$ cat config.mk
export PLATFORM = sky130hd
export DESIGN_NAME = digit_scan_ctrl_flat
export DESIGN_NICKNAME = d
export VERILOG_FILES = /design/src/rtl/digit_scan_if.sv /design/src/rtl/digit_scan_ctrl.sv /design/src/flat_wrapper.sv
export SDC_FILE = /design/constraint.sdc
export NUM_CORES = 1
export LEC_CHECK = 0
export ABC_AREA = 1
export BUFFER_PORTS_ARGS = -buffer_cell sky130_fd_sc_hd__buf_2
export CELL_PAD_IN_SITES_DETAIL_PLACEMENT = 0
export CELL_PAD_IN_SITES_GLOBAL_PLACEMENT = 2
export CORE_MARGIN = 2
export CORE_UTILIZATION = 28
export CTS_CLUSTER_SIZE = 40
export DETAILED_ROUTE_END_ITERATION = 8
export PLACE_DENSITY = 0.72
export SYNTH_ARGS = -nofsm -noshare
export SYNTH_HDL_FRONTEND = slang
export SYNTH_SLANG_ARGS = --single-unit
$ cat constraint.sdc
create_clock -name clk -period 1.65 [get_ports clk]
set_input_delay 0.0825 -clock clk [delete_from_list [all_inputs] [get_ports clk]]
set_output_delay 0.0825 -clock clk [all_outputs]
set_load 0.005 [all_outputs]
$ cat src/rtl/digit_scan_if.sv
// rtl/digit_scan_if.sv - scan controller control and decoder-drive bundle
interface digit_scan_if;
    logic        run;
    logic [3:0]  digit_mask;
    logic [15:0] value;
    logic        sel_a;
    logic        sel_b;
    logic        sel_e_n;
    logic [3:0]  nibble;
    logic        frame_done;

    modport master (
        output run, digit_mask, value,
        input  sel_a, sel_b, sel_e_n, nibble, frame_done
    );

    modport slave (
        input  run, digit_mask, value,
        output sel_a, sel_b, sel_e_n, nibble, frame_done
    );
endinterface

$ cat src/rtl/digit_scan_ctrl.sv
// rtl/digit_scan_ctrl.sv - 4-digit time-multiplexed display scanner
// Drives a 2x4 active-low decoder with on/blank timing per enabled digit.
module digit_scan_ctrl #(
    parameter int ON_CYC    = 50000,
    parameter int BLANK_CYC = 500,
    parameter int CNT_W     = 16
) (
    input  logic         clk,
    input  logic         rst_n,
    digit_scan_if.slave  bus
);
    typedef enum logic [1:0] {IDLE, SHOW, BLANK} state_t;

    localparam logic [CNT_W-1:0] ON_LAST    = CNT_W'(ON_CYC - 1);
    localparam logic [CNT_W-1:0] BLANK_LAST = (BLANK_CYC > 0) ? CNT_W'(BLANK_CYC - 1) : '0;

    state_t           state;
    logic [1:0]       idx;
    logic [3:0]       nibble;
    logic             sel_e_n;
    logic             frame_done;
    logic [CNT_W-1:0] cnt;

    logic             active;
    logic [1:0]       low_idx;
    logic [1:0]       nxt_idx;
    logic             nxt_wrap;
    logic [2:0]       sum;

    assign active = bus.run && (bus.digit_mask != 4'd0);

    // Lowest enabled digit, and the next enabled digit circularly above idx.
    // Offset 4 lands back on idx itself, which covers the single-digit case.
    always_comb begin
        low_idx  = 2'd0;
        nxt_idx  = idx;
        nxt_wrap = 1'b1;
        sum      = 3'd0;
        for (int i = 3; i >= 0; i--) begin
            if (bus.digit_mask[i]) low_idx = 2'(i);
        end
        for (int k = 4; k >= 1; k--) begin
            sum = {1'b0, idx} + 3'(k);
            if (bus.digit_mask[sum[1:0]]) begin
                nxt_idx  = sum[1:0];
                nxt_wrap = (sum[1:0] <= idx);
            end
        end
    end

    always_ff @(posedge clk or negedge rst_n) begin
        if (!rst_n) begin
            state      <= IDLE;
            idx        <= 2'd0;
            nibble     <= 4'd0;
            sel_e_n    <= 1'b1;
            frame_done <= 1'b0;
            cnt        <= '0;
        end else begin
            frame_done <= 1'b0;
            if (!active) begin
                state   <= IDLE;
                idx     <= 2'd0;
                sel_e_n <= 1'b1;
                cnt     <= '0;
            end else begin
                case (state)
                    IDLE: begin
                        state   <= SHOW;
                        idx     <= low_idx;
                        nibble  <= bus.value[{low_idx, 2'b00} +: 4];
                        sel_e_n <= 1'b0;
                        cnt     <= '0;
                    end
                    SHOW: begin
                        if (cnt == ON_LAST) begin
                            if (BLANK_CYC > 0) begin
                                state   <= BLANK;
                                sel_e_n <= 1'b1;
                                cnt     <= '0;
                            end else begin
                                idx        <= nxt_idx;
                                nibble     <= bus.value[{nxt_idx, 2'b00} +: 4];
                                frame_done <= nxt_wrap;
                                cnt        <= '0;
                            end
                        end else begin
                            cnt <= cnt + 1'b1;
                        end
                    end
                    BLANK: begin
                        if (cnt == BLANK_LAST) begin
                            state      <= SHOW;
                            idx        <= nxt_idx;
                            nibble     <= bus.value[{nxt_idx, 2'b00} +: 4];
                            sel_e_n    <= 1'b0;
                            frame_done <= nxt_wrap;
                            cnt        <= '0;
                        end else begin
                            cnt <= cnt + 1'b1;
                        end
                    end
                    default: begin
                        state   <= IDLE;
                        sel_e_n <= 1'b1;
                        cnt     <= '0;
                    end
                endcase
            end
        end
    end

    assign bus.sel_a      = idx[1];
    assign bus.sel_b      = idx[0];
    assign bus.sel_e_n    = sel_e_n;
    assign bus.nibble     = nibble;
    assign bus.frame_done = frame_done;
endmodule

$ cat src/flat_wrapper.sv
// flat-port wrapper written by rule: the top's interface ports become plain ports
module digit_scan_ctrl_flat 
#(
    parameter int ON_CYC    = 50000,
    parameter int BLANK_CYC = 500,
    parameter int CNT_W     = 16
)
  (clk, rst_n, bus_run, bus_digit_mask, bus_value, bus_sel_a, bus_sel_b, bus_sel_e_n, bus_nibble, bus_frame_done);
  digit_scan_if bus_i ();
  input  logic clk;
  input  logic rst_n;
  input wire logic [$bits(bus_i.run)-1:0] bus_run;
  input wire logic [$bits(bus_i.digit_mask)-1:0] bus_digit_mask;
  input wire logic [$bits(bus_i.value)-1:0] bus_value;
  output wire logic [$bits(bus_i.sel_a)-1:0] bus_sel_a;
  output wire logic [$bits(bus_i.sel_b)-1:0] bus_sel_b;
  output wire logic [$bits(bus_i.sel_e_n)-1:0] bus_sel_e_n;
  output wire logic [$bits(bus_i.nibble)-1:0] bus_nibble;
  output wire logic [$bits(bus_i.frame_done)-1:0] bus_frame_done;
  assign bus_i.run = bus_run;
  assign bus_i.digit_mask = bus_digit_mask;
  assign bus_i.value = bus_value;
  assign bus_sel_a = bus_i.sel_a;
  assign bus_sel_b = bus_i.sel_b;
  assign bus_sel_e_n = bus_i.sel_e_n;
  assign bus_nibble = bus_i.nibble;
  assign bus_frame_done = bus_i.frame_done;
  digit_scan_ctrl #(.ON_CYC(ON_CYC), .BLANK_CYC(BLANK_CYC), .CNT_W(CNT_W)) u_core (.clk(clk), .rst_n(rst_n), .bus(bus_i));
endmodule
==> metrics.md <==
| Metric | Value |
|---|---|
| Status | `finished with violations` |
| Failing checks | `negative setup slack` |
| Core area | `6241 µm²` |
| Synthesis-to-finish area growth | `65.89%` |
| Setup crit end kind | `register` |
| Row cnt | `29` |
| Met3 usage | `2.176%` |
| Top-Level Pins | `31` |
| Die width | `83.80 µm` |
| Place WS | `-0.1938 ns` |
| GRT Util Overall | `14.48%` |
| Hold Path Class | `in -> reg` |
| N_diodes | `0` |
| Tmin final | `1.853 ns` |
| Drt wl/cell | `12.08 µm` |
| Sequential fraction of the synthesis area | `36.56%` |
| Fillers | `636` |
| Routed Antenna Nets | `0` |
| Synth Register Bits | `26` |
| Power Density | `1088 nW/µm²` |
| Iteration-0 DRC count of the detailed router | `44` |
| Period utilization | `112.3%` |
| Reg-to-reg endpoint | `u_core.bus.nibble[2]` |
| GRT overflow | `0` |
| Port Buf Inserts | `30` |
| Placer congestion estimate | `0.7968` |
| Full die area | `7022 µm²` |
| Share of layout cells above drive strength 1 | `51.60%` |
| Worst-Margin Slew | `0.6200 ns` |
| Final wirelength | `5.074 mm` |
| Final slew viol count | `0` |
| M1 GR Usage | `20.85%` |
| Grt met2 use | `22.62%` |
| R2R cell count | `15` |
| Chip height | `83.80 µm` |
| Pin count of the biggest net entering global routing | `27` |
| Multi-input gate area | `1297 µm²` |
| Achievable Freq | `0.5396 GHz` |
| Fin. Hold Viols | `0` |
| Crit Path Max Fanout | `8` |
| Via-per-instance ratio | `4.436` |
| Commonest non-fill, non-tap cells in the layout | `51 x buf_4, 42 x nand2_1, 39 x inv_1, 30 x buf_2, 24 x dfrtp_1` |
| Post-DP HPWL | `3.435 mm` |
| Area after DPL | `2399 µm²` |
| Register Area | `653.1 µm²` |
| WP data required | `1.83 ns` |
| GR peak layer | `met2` |
| Commonest non-fill, non-tap cell in the layout | `buf_4` |
| RSZ-0062 raised after global routing | `yes` |
| Starting Density | `28.57%` |
| Worst setup path class | `reg -> reg` |
| Finished Layout Cells | `420` |
| TritonCTS Buffers | `3` |
| Initial antenna violation count | `0` |
| Worst VDD drop | `0.5360 mV` |
| Slew HR | `58.66%` |
| Drt pass-1 iters | `4` |
| # placed instances | `399` |
| Post-synthesis cell area | `1783 µm²` |
| Mapped Nets | `277` |
| Design area | `2958 µm²` |
| Clk slew on worst S/H paths | `0.10 ns` |
| Synth Instances | `247` |
| Max Buffers Root-to-Sink | `2` |
| Critical path startpoint category | `register` |
| Worst-Skew Late Latency | `0.28 ns` |
| Final setup margin | `-0.2031 ns` |
| Sinks on Clock Net | `26` |
| CTS root buf | `clkbuf_8` |
| Synthesis Warnings | `0` |
| Clk_skew | `0.005895 ns` |
| Number of max-cap violations | `0` |
| Vias in the first global route | `1,827` |
| First-pass GRT wire length | `8.293 mm` |
| H-tree levels | `1` |
| Crit path DAT | `2.04 ns` |
| Detailed-route via count | `1,863` |
| Setup crit start | `u_core.idx[0]` |
| Synth cell types | `31` |
| End point of the critical path | `u_core.bus.nibble[2]` |
| Net count, final | `374` |
| Syn avg cell area | `7.218 µm²` |
| Final setup fails | `24` |
| R2R Path Start | `u_core.idx[0]` |
| Leakage | `1.458 nW` |
| FF-to-FF setup slack | `-0.20 ns` |
| CTS tree | `yes` |
| Residual DRC | `0` |
## critical path: stages, from the launching register on
cell,delay [ns]
dfrtp_2,0.48
inv_4,0.06
ha_4,0.30
inv_4,0.05
nand2_4,0.07
nand2_4,0.05
nand2_4,0.07
nand2_4,0.05
nand2_4,0.09
nand3_4,0.14
nand2_4,0.13
nand2_1,0.06
nand3_1,0.07
nand2_1,0.05
nand2_1,0.05
nand2_1,0.04
## per-stage QoR
| step | power (mW) | TNS [ns] | utilization [%] | hold WS (ns) |
|---|---|---|---|---|
| finish | 3.217 | -2.886 | 47.39 | 0.1860 |
| global route | 3.452 | -5.175 | 47.39 | 0.1984 |
| CTS | 2.989 | -2.363 | 43.36 | 0.1681 |
| detailed placement | 2.146 | -3.513 | 38.43 | 0.1438 |
| global placement | 2.156 | -4.311 | 38.43 | 0.1421 |
| floorplan | 1.607 | -0.2280 | - | -0.2131 |
## cell usage after synthesis
| cell type | instances | area (µm²) |
|---|---|---|
| nand3_4 | 1 | 17.52 |
| nand2_2 | 7 | 43.79 |
| nor4_1 | 2 | 12.51 |
| or2_2 | 1 | 6.260 |
| nand2_4 | 2 | 22.52 |
| nand2_1 | 57 | 214.0 |
| nor3_1 | 5 | 25.02 |
| a31oi_1 | 1 | 6.260 |
| and3_1 | 1 | 6.260 |
| dfstp_2 | 1 | 26.28 |
| o31ai_1 | 3 | 22.52 |
| ha_1 | 7 | 87.58 |
| o21ai_0 | 1 | 5.000 |
| inv_2 | 3 | 11.26 |
| o21ai_1 | 3 | 15.01 |
| xor2_1 | 5 | 43.79 |
| inv_1 | 43 | 161.4 |
| xnor2_1 | 3 | 26.28 |
| dfrtp_1 | 25 | 625.6 |
| nand3_2 | 4 | 40.04 |
| buf_4 | 1 | 7.510 |
| nand3_1 | 27 | 135.1 |
| nand4_1 | 2 | 12.51 |
| a21oi_1 | 6 | 30.03 |
| nor3b_1 | 3 | 22.52 |
| nor2_1 | 27 | 101.4 |
| o22ai_1 | 2 | 12.51 |
| a21o_1 | 1 | 7.510 |
| nor3_2 | 1 | 10.01 |
| o21ai_2 | 1 | 8.760 |
| a21oi_4 | 1 | 16.27 |
## layout make-up
| cell class | count | area share, % |
|---|---|---|
| clock inverter | 1 | 1.015 |
| timing repair buffer | 90 | 22.29 |
| inverter | 46 | 6.091 |
| sequential | 26 | 22.08 |
| multi-input combinational | 177 | 43.87 |
| tap | 77 | 3.257 |
| clock buffer | 3 | 1.396 |
## kinds of logic (layout without fill, tap and decap cells)
kind of cell,count (synthesis),in the layout,synth area share [%]
AOI/OAI and AO/OA,19,19,6.947
adders and majority gates,7,7,4.912
buffers and inverters,47,140,10.11
DFF,26,26,36.56
and+or+nand+nor,140,143,37.54
xor gates and xnor gates,8,8,3.930
## state kept, by name (all words and copies together) (netlist names)
| register | count |
|---|---|
| u_core.cnt | 16 |
| u_core.idx | 2 |
| u_core.bus.nibble | 4 |
| u_core.state | 2 |
| u_core.bus.sel_e_n | 1 |
| u_core.bus.frame_done | 1 |
## per-layer routing
metal / part of all wire (%) / wire length [µm]
met1: 48 / 2435
met2: 49 / 2476
met3: 2.1 / 106
met4: 1.1 / 55
met5: 0 / 0
## where the power goes
part / internal (mW) / switching (mW) / leakage (nW)
Sequential: 0.743 / 0.0769 / 0.349
Clock: 0.325 / 0.225 / 0.0357
Combinational: 0.845 / 1.00 / 1.07
## worst min path at each step
stage | from | end | slack, ns | cells past startpoint
6_report | bus_value[8] | u_core.bus.nibble[0] | 0.19 | 7
5_1_grt | bus_run | u_core.state[1] | 0.20 | 4
4_1_cts | bus_run | u_core.state[1] | 0.17 | 4
3_5_place_dp | rst_n | u_core.cnt[2] | 0.14 | 1
3_3_place_gp | rst_n | u_core.cnt[2] | 0.14 | 1
2_1_floorplan | rst_n | u_core.bus.frame_done | -0.21 | 0
## what timing repair did
action / in CTS / in global routing
resized for setup: 32 / 50
hold endpoints to repair: 25 / 0
buffers inserted: 6 / 9
endpoints found under the setup margin: 25 / 25
hold buffers: 1 / 0
gates cloned: 3 / 1
pin swaps: 11 / 26
Note: power is estimated with default switching activity, not from simulation.
